[src/rtl/reference_index_sequencer.sv]
// ---------------------------------------------------------------------------
// reference_index_sequencer
//
// Generates the buffer indices for a lagged sweep over a circular reference
// buffer. A run covers lag_count lags. For each lag it streams sweep_length
// indices (lag + k) mod buffer_length, for k = 0 .. sweep_length-1, on an
// AXI-Stream style master. A one-cycle gap separates consecutive sweeps.
//
// Parameters
//   buffer_bits    width of the buffer index and of the lag output
//   buffer_length  number of valid buffer entries (2 .. 2**buffer_bits)
//   sweep_length   beats per lag sweep (1 .. buffer_length)
//   lag_count      lags per run (1 .. buffer_length)
//
// Ports
//   clk                  single clock, rising edge
//   reset                synchronous, active-high reset
//   start                run request, only looked at while idle
//   busy                 high whenever a run is in progress (not idle)
//   done                 one-cycle pulse when a run completes
//   m_axis_index_tdata   buffer index of the current beat
//   m_axis_index_tvalid  index valid
//   m_axis_index_tready  downstream accepts the index
//   m_axis_index_tlast   final beat of the current sweep
//   lag                  lag of the current (or most recent) sweep
// ---------------------------------------------------------------------------
module reference_index_sequencer #(
    parameter int buffer_bits   = 10,
    parameter int buffer_length = 1024,
    parameter int sweep_length  = 256,
    parameter int lag_count     = 16
) (
    input  logic                   clk,
    input  logic                   reset,
    input  logic                   start,
    output logic                   busy,
    output logic                   done,
    output logic [buffer_bits-1:0] m_axis_index_tdata,
    output logic                   m_axis_index_tvalid,
    input  logic                   m_axis_index_tready,
    output logic                   m_axis_index_tlast,
    output logic [buffer_bits-1:0] lag
);

    typedef enum logic [1:0] {
        IDLE,
        SWEEP,
        NEXT_LAG,
        DONE
    } state_t;

    // One extra bit so lag + k (both < buffer_length) never overflows, and
    // so buffer_length == 2**buffer_bits is still representable.
    localparam int ext_bits = buffer_bits + 1;

    localparam logic [ext_bits-1:0] length_ext   = ext_bits'(buffer_length);
    localparam logic [ext_bits-1:0] sweep_last   = ext_bits'(sweep_length - 1);
    localparam logic [ext_bits-1:0] lag_last     = ext_bits'(lag_count - 1);
    // A one-beat sweep raises tlast on its very first beat.
    localparam logic                first_is_last = (sweep_length == 1);

    // ------------------------------------------------------------------
    // State and registered outputs
    // ------------------------------------------------------------------
    state_t                 state_reg;
    logic [buffer_bits-1:0] lag_reg;
    logic [buffer_bits-1:0] k_reg;
    logic [buffer_bits-1:0] tdata_reg;
    logic                   tvalid_reg;
    logic                   tlast_reg;
    logic                   busy_reg;
    logic                   done_reg;

    // ------------------------------------------------------------------
    // Next-index datapath
    // ------------------------------------------------------------------
    logic [buffer_bits-1:0] k_next;
    logic [buffer_bits-1:0] lag_next;
    logic [ext_bits-1:0]    add_a;
    logic [ext_bits-1:0]    add_b;
    logic [ext_bits-1:0]    sum_ext;
    logic [ext_bits-1:0]    wrap_ext;
    logic [buffer_bits-1:0] index_next;
    logic                   beat_xfer;
    logic                   unused_wrap_msb;

    // Only used while k+1 <= sweep_length-1 and lag+1 <= lag_count-1,
    // so neither increment can overflow buffer_bits.
    assign k_next   = k_reg + 1'b1;
    assign lag_next = lag_reg + 1'b1;

    // A single adder serves both successors of the current beat:
    //   within a sweep     : lag     + (k + 1)
    //   starting next lag  : (lag+1) + 0
    // The operands are below buffer_length each, so the sum is below
    // 2*buffer_length and one conditional subtract brings it into range.
    // This stays correct for non-power-of-two buffer lengths.
    always_comb begin
        add_a = {1'b0, lag_reg};
        add_b = {1'b0, k_next};
        if (state_reg == NEXT_LAG) begin
            add_a = {1'b0, lag_next};
            add_b = '0;
        end
        sum_ext = add_a + add_b;
        if (sum_ext >= length_ext) begin
            wrap_ext = sum_ext - length_ext;
        end else begin
            wrap_ext = sum_ext;
        end
    end

    // After the wrap the value is below buffer_length, so the top bit is
    // always zero.
    assign index_next      = wrap_ext[buffer_bits-1:0];
    assign unused_wrap_msb = wrap_ext[buffer_bits];

    assign beat_xfer = tvalid_reg && m_axis_index_tready;

    // ------------------------------------------------------------------
    // Control FSM
    // ------------------------------------------------------------------
    always_ff @(posedge clk) begin
        if (reset) begin
            state_reg  <= IDLE;
            lag_reg    <= '0;
            k_reg      <= '0;
            tdata_reg  <= '0;
            tvalid_reg <= 1'b0;
            tlast_reg  <= 1'b0;
            busy_reg   <= 1'b0;
            done_reg   <= 1'b0;
        end else begin
            case (state_reg)
                IDLE: begin
                    done_reg <= 1'b0;
                    if (start) begin
                        state_reg  <= SWEEP;
                        busy_reg   <= 1'b1;
                        lag_reg    <= '0;
                        k_reg      <= '0;
                        tdata_reg  <= '0;
                        tvalid_reg <= 1'b1;
                        tlast_reg  <= first_is_last;
                    end
                end

                SWEEP: begin
                    // Without a transfer every output simply holds, which
                    // keeps the beat stable under backpressure.
                    if (beat_xfer) begin
                        if (tlast_reg) begin
                            state_reg  <= NEXT_LAG;
                            tvalid_reg <= 1'b0;
                            tlast_reg  <= 1'b0;
                        end else begin
                            k_reg     <= k_next;
                            tdata_reg <= index_next;
                            tlast_reg <= ({1'b0, k_next} == sweep_last);
                        end
                    end
                end

                NEXT_LAG: begin
                    if ({1'b0, lag_reg} < lag_last) begin
                        state_reg  <= SWEEP;
                        lag_reg    <= lag_next;
                        k_reg      <= '0;
                        tdata_reg  <= index_next;
                        tvalid_reg <= 1'b1;
                        tlast_reg  <= first_is_last;
                    end else begin
                        state_reg <= DONE;
                        done_reg  <= 1'b1;
                    end
                end

                DONE: begin
                    // lag keeps its final value until the next run starts.
                    state_reg <= IDLE;
                    done_reg  <= 1'b0;
                    busy_reg  <= 1'b0;
                end

                default: begin
                    state_reg <= IDLE;
                end
            endcase
        end
    end

    assign busy                = busy_reg;
    assign done                = done_reg;
    assign m_axis_index_tdata  = tdata_reg;
    assign m_axis_index_tvalid = tvalid_reg;
    assign m_axis_index_tlast  = tlast_reg;
    assign lag                 = lag_reg;

endmodule

[config.mk]
export PLATFORM = sky130hd
export DESIGN_NAME = reference_index_sequencer
export DESIGN_NICKNAME = d
export VERILOG_FILES = /design/src/rtl/reference_index_sequencer.sv
export SDC_FILE = /design/constraint.sdc
export NUM_CORES = 1
export LEC_CHECK = 0
export ABC_CLOCK_PERIOD_IN_PS = 9300
export BUFFER_PORTS_ARGS = -buffer_cell sky130_fd_sc_hd__buf_2
export CAP_MARGIN = 5
export CORE_AREA = 4 4 86 88
export CTS_CLUSTER_DIAMETER = 40
export CTS_CLUSTER_SIZE = 12
export DETAILED_ROUTE_END_ITERATION = 10
export DIE_AREA = 0 0 90 92
export PLACE_DENSITY = 0.62
export SLEW_MARGIN = 20
export SYNTH_ARGS = -nofsm -noshare
export SYNTH_HDL_FRONTEND = slang
export SYNTH_SLANG_ARGS = --single-unit
[constraint.sdc]
create_clock -name clk -period 9.3 [get_ports clk]
set_input_delay 1.86 -clock clk [delete_from_list [all_inputs] [get_ports clk]]
set_output_delay 1.86 -clock clk [all_outputs]
set_load 0.1 [all_outputs]
==> flow_summary.toml <==
[yosys]
syn_inst = 303
mappedNetlistNets = 325
synth_seq_area_share = 0.303
synth_top_cell_by_area = "dfxtp_1"
yosys_warnings = 0
synth-seq-cells = 36
yosys-top-cells-area = "dfxtp_1 30%, ha_1 8.9%, a21oi_1 5.9%"
async_reset_ff_frac = 0
netlist.area_leader.share = 0.303
avgSynthCellArea_um2 = 7.86
synth_area_um2 = 2380
synthFlopType = "dfxtp_1"
synth_cell_types = 50
synth-edff-count = 0

[cells_and_area]
n_fill_cell = 679
nets = 342
finalInstanceArea_um2 = 2650
drive_gt1_frac = 0.125
seq_area_um2 = 721
multiInputGateArea_um2 = 1560
syn_to_final_growth_pct = 11.1
diodes = 0

[clock_network]
clk_latency_ns = 0.29
cts_buffers = 5
cts_buffer_depth = 2
htreeDepth = 2
cts_resized = 0
cts.sinks = 36
ctsHoldBuffers = 0
path_clk_slew_ns = 0.08
cts_setup_buffers = 0
ctsRootBufferMaster = "clkbuf_8"
cts_tree = "done"

[route]
dr.pass1.iters = 4
wl_per_cell_um = 14.4
routed-via-count = 2188
vias_per_cell = 5.46
drt_iter0_drc = 125
antenna_left = 0
drc = 0
wl_um = 5770

[critical_path]
cp-end-kind = "flip-flop"
cp.arrival_ns = 3.58
r2r-end = "m_axis_index_tdata[7]"
reg2regPathDepth = 11
required_ns = 9.49
worstReg2RegStart = "state_reg[0]"
crit_type = "flip-flop to flip-flop"
cp_max_fo = 23
start_kind = "flip-flop"
reg2reg_slack_ns = 5.91

[timing]
fin_crit_ns = 3.39
setup_ws_ns = 5.91
slew_headroom = 0.485
min_period_over_period = 0.364
worstMarginPinSlew_ns = 0.773
rsz0062_at_grt = "no"
clock_skew_ns = 0.0130
fmax_mhz = 295
finalHoldViolCount = 0
setup_viol = 0
slew_viol_final = 0
tns_ns = 0

[place]
io_buffers = 27
dpl.hpwl_um = 4250
place_area_um2 = 2550
routabilityCongestion = 0.821
post-place-ws_ns = 5.74

[grt]
grt_max_degree = 36
grt_pass1_vias = 2094
gr-usage-all-layers = 0.144
overflow = 0
grt_pass1_wl_um = 9920
antenna_found_initial = 0
grt_util_met3 = 0.0254
busiest_layer = "met2"
met2_usage = 0.251
grtUsageMet1 = 0.183

[power_and_ir_drop]
p_leak_nw = 1.08
p_per_area_nw_per_um2 = 193
peakVddDrop_v = 0.0000634

[min_path]
hold_start = "m_axis_index_tdata[2]"
hold_class = "flip-flop to flip-flop"
hold-path-endpoint = "m_axis_index_tdata[2]"
hold_depth = 2

[status]
status = "completed"

[floorplan]
die_y_um = 92
initial_core_util = 0.359
core_um2 = 6640
row_count = 30
fp.dieW_um = 90
dieArea_um2 = 8280
ios = 28

[job]
cap_violations = 0
critical path, stage by stage (launching register included):
cell and delay [ns]:
dfxtp_1 0.36, inv_1 0.12, ha_1 0.67, nand2_1 0.16
o21ai_0 0.21, ha_1 0.32, a211oi_1 0.36, o21ai_0 0.19
a2111oi_0 0.44, nor3_1 0.11, xnor2_1 0.14, o41ai_1 0.21
how the worst max path moves through the flow:
stage / endpoint / from / cells after the start / slack (ns)
2_1_floorplan: m_axis_index_tdata[7] / lag[0] / 10 / 5.98
3_3_place_gp: m_axis_index_tdata[9] / m_axis_index_tready / 7 / 5.81
3_5_place_dp: m_axis_index_tdata[9] / m_axis_index_tready / 7 / 5.74
4_1_cts: m_axis_index_tdata[7] / state_reg[0] / 11 / 5.92
5_1_grt: m_axis_index_tdata[7] / state_reg[0] / 11 / 5.52
6_report: m_axis_index_tdata[7] / state_reg[0] / 11 / 5.91
per-layer routing:
metal / vias to the layer above / wire (µm)
li1: 1106 / -
met1: 1044 / 2780
met2: 32 / 2730
met3: 6 / 194
met4: 0 / 71
met5: - / 0
placed cells by master, fill, tap and decap left out, types with 3 or more instances in the layout:
cell      synthesis  final
nand4b_1          3      3
nor3_1            7      7
buf_2             1     27
nand2b_1          3      3
ha_1             17     17
and3_1            8      8
clkbuf_8          0      6
nand2_1          30     30
a21oi_1          28     28
and2_1            8      8
nand3_1          19     19
nand4_1           3      3
inv_1            11     11
nor2b_1           4      4
xor2_1            7      7
nor4_1            4      4
o21ai_0          14     14
xnor2_1          15     15
a211oi_1          5      5
dfxtp_1          36     36
nor2_1           26     26
nand3b_1          5      5
cells in the mapped netlist, types with 3 or more instances:
cell,n
dfxtp_1,36
nor3_1,7
nand2b_1,3
nand4_1,3
xor2_1,7
nor4_1,4
ha_1,17
o21ai_0,14
and2_1,8
clkbuf_1,15
xnor2_1,15
and3_1,8
a211oi_1,5
nand4b_1,3
a21oi_1,28
nand2_1,30
inv_1,11
nand3b_1,5
nor2_1,26
nor2b_1,4
nand3_1,19
logic make-up (layout without fill, tap and decap cells):
| kind of cell | count (synthesis) | in the layout | synth area share |
|---|---|---|---|
| flops | 36 | 36 | 0.303 |
| xor+xnor | 22 | 22 | 0.0809 |
| mux | 1 | 1 | 0.00420 |
| simple gates | 131 | 131 | 0.289 |
| fa+ha+maj | 18 | 18 | 0.0977 |
| compound gates | 67 | 67 | 0.181 |
| buf+inv | 28 | 46 | 0.0446 |
metrics by stage:
| stage | utilization | power, mW | hold slack (ns) | std cells |
|---|---|---|---|---|
| CTS | 0.398 | 0.513 | 0.455 | 401 |
| finish | 0.398 | 0.510 | 0.454 | 401 |
| global route | 0.398 | 0.549 | 0.486 | 401 |
| detailed placement | 0.384 | 0.395 | 0.446 | 393 |
| floorplan | - | 0.349 | 0.481 | 303 |
| global placement | 0.384 | 0.393 | 0.445 | 393 |
layout make-up:
class / instances / area share
Sequential cell: 36 / 0.272
Multi-Input combinational cell: 239 / 0.588
Tap cell: 80 / 0.0378
Clock inverter: 1 / 0.00284
Inverter: 11 / 0.0156
Clock buffer: 7 / 0.0326
Timing Repair Buffer: 27 / 0.0511
power breakdown:
group | total (mW) | switching (mW) | internal [mW]
combinational | 0.216 | 0.166 | 0.0493
clock | 0.119 | 0.0586 | 0.0603
sequential | 0.175 | 0.0108 | 0.164
total | 0.510 | 0.236 | 0.274
No activity file was read; power rests on OpenSTA's default activity.
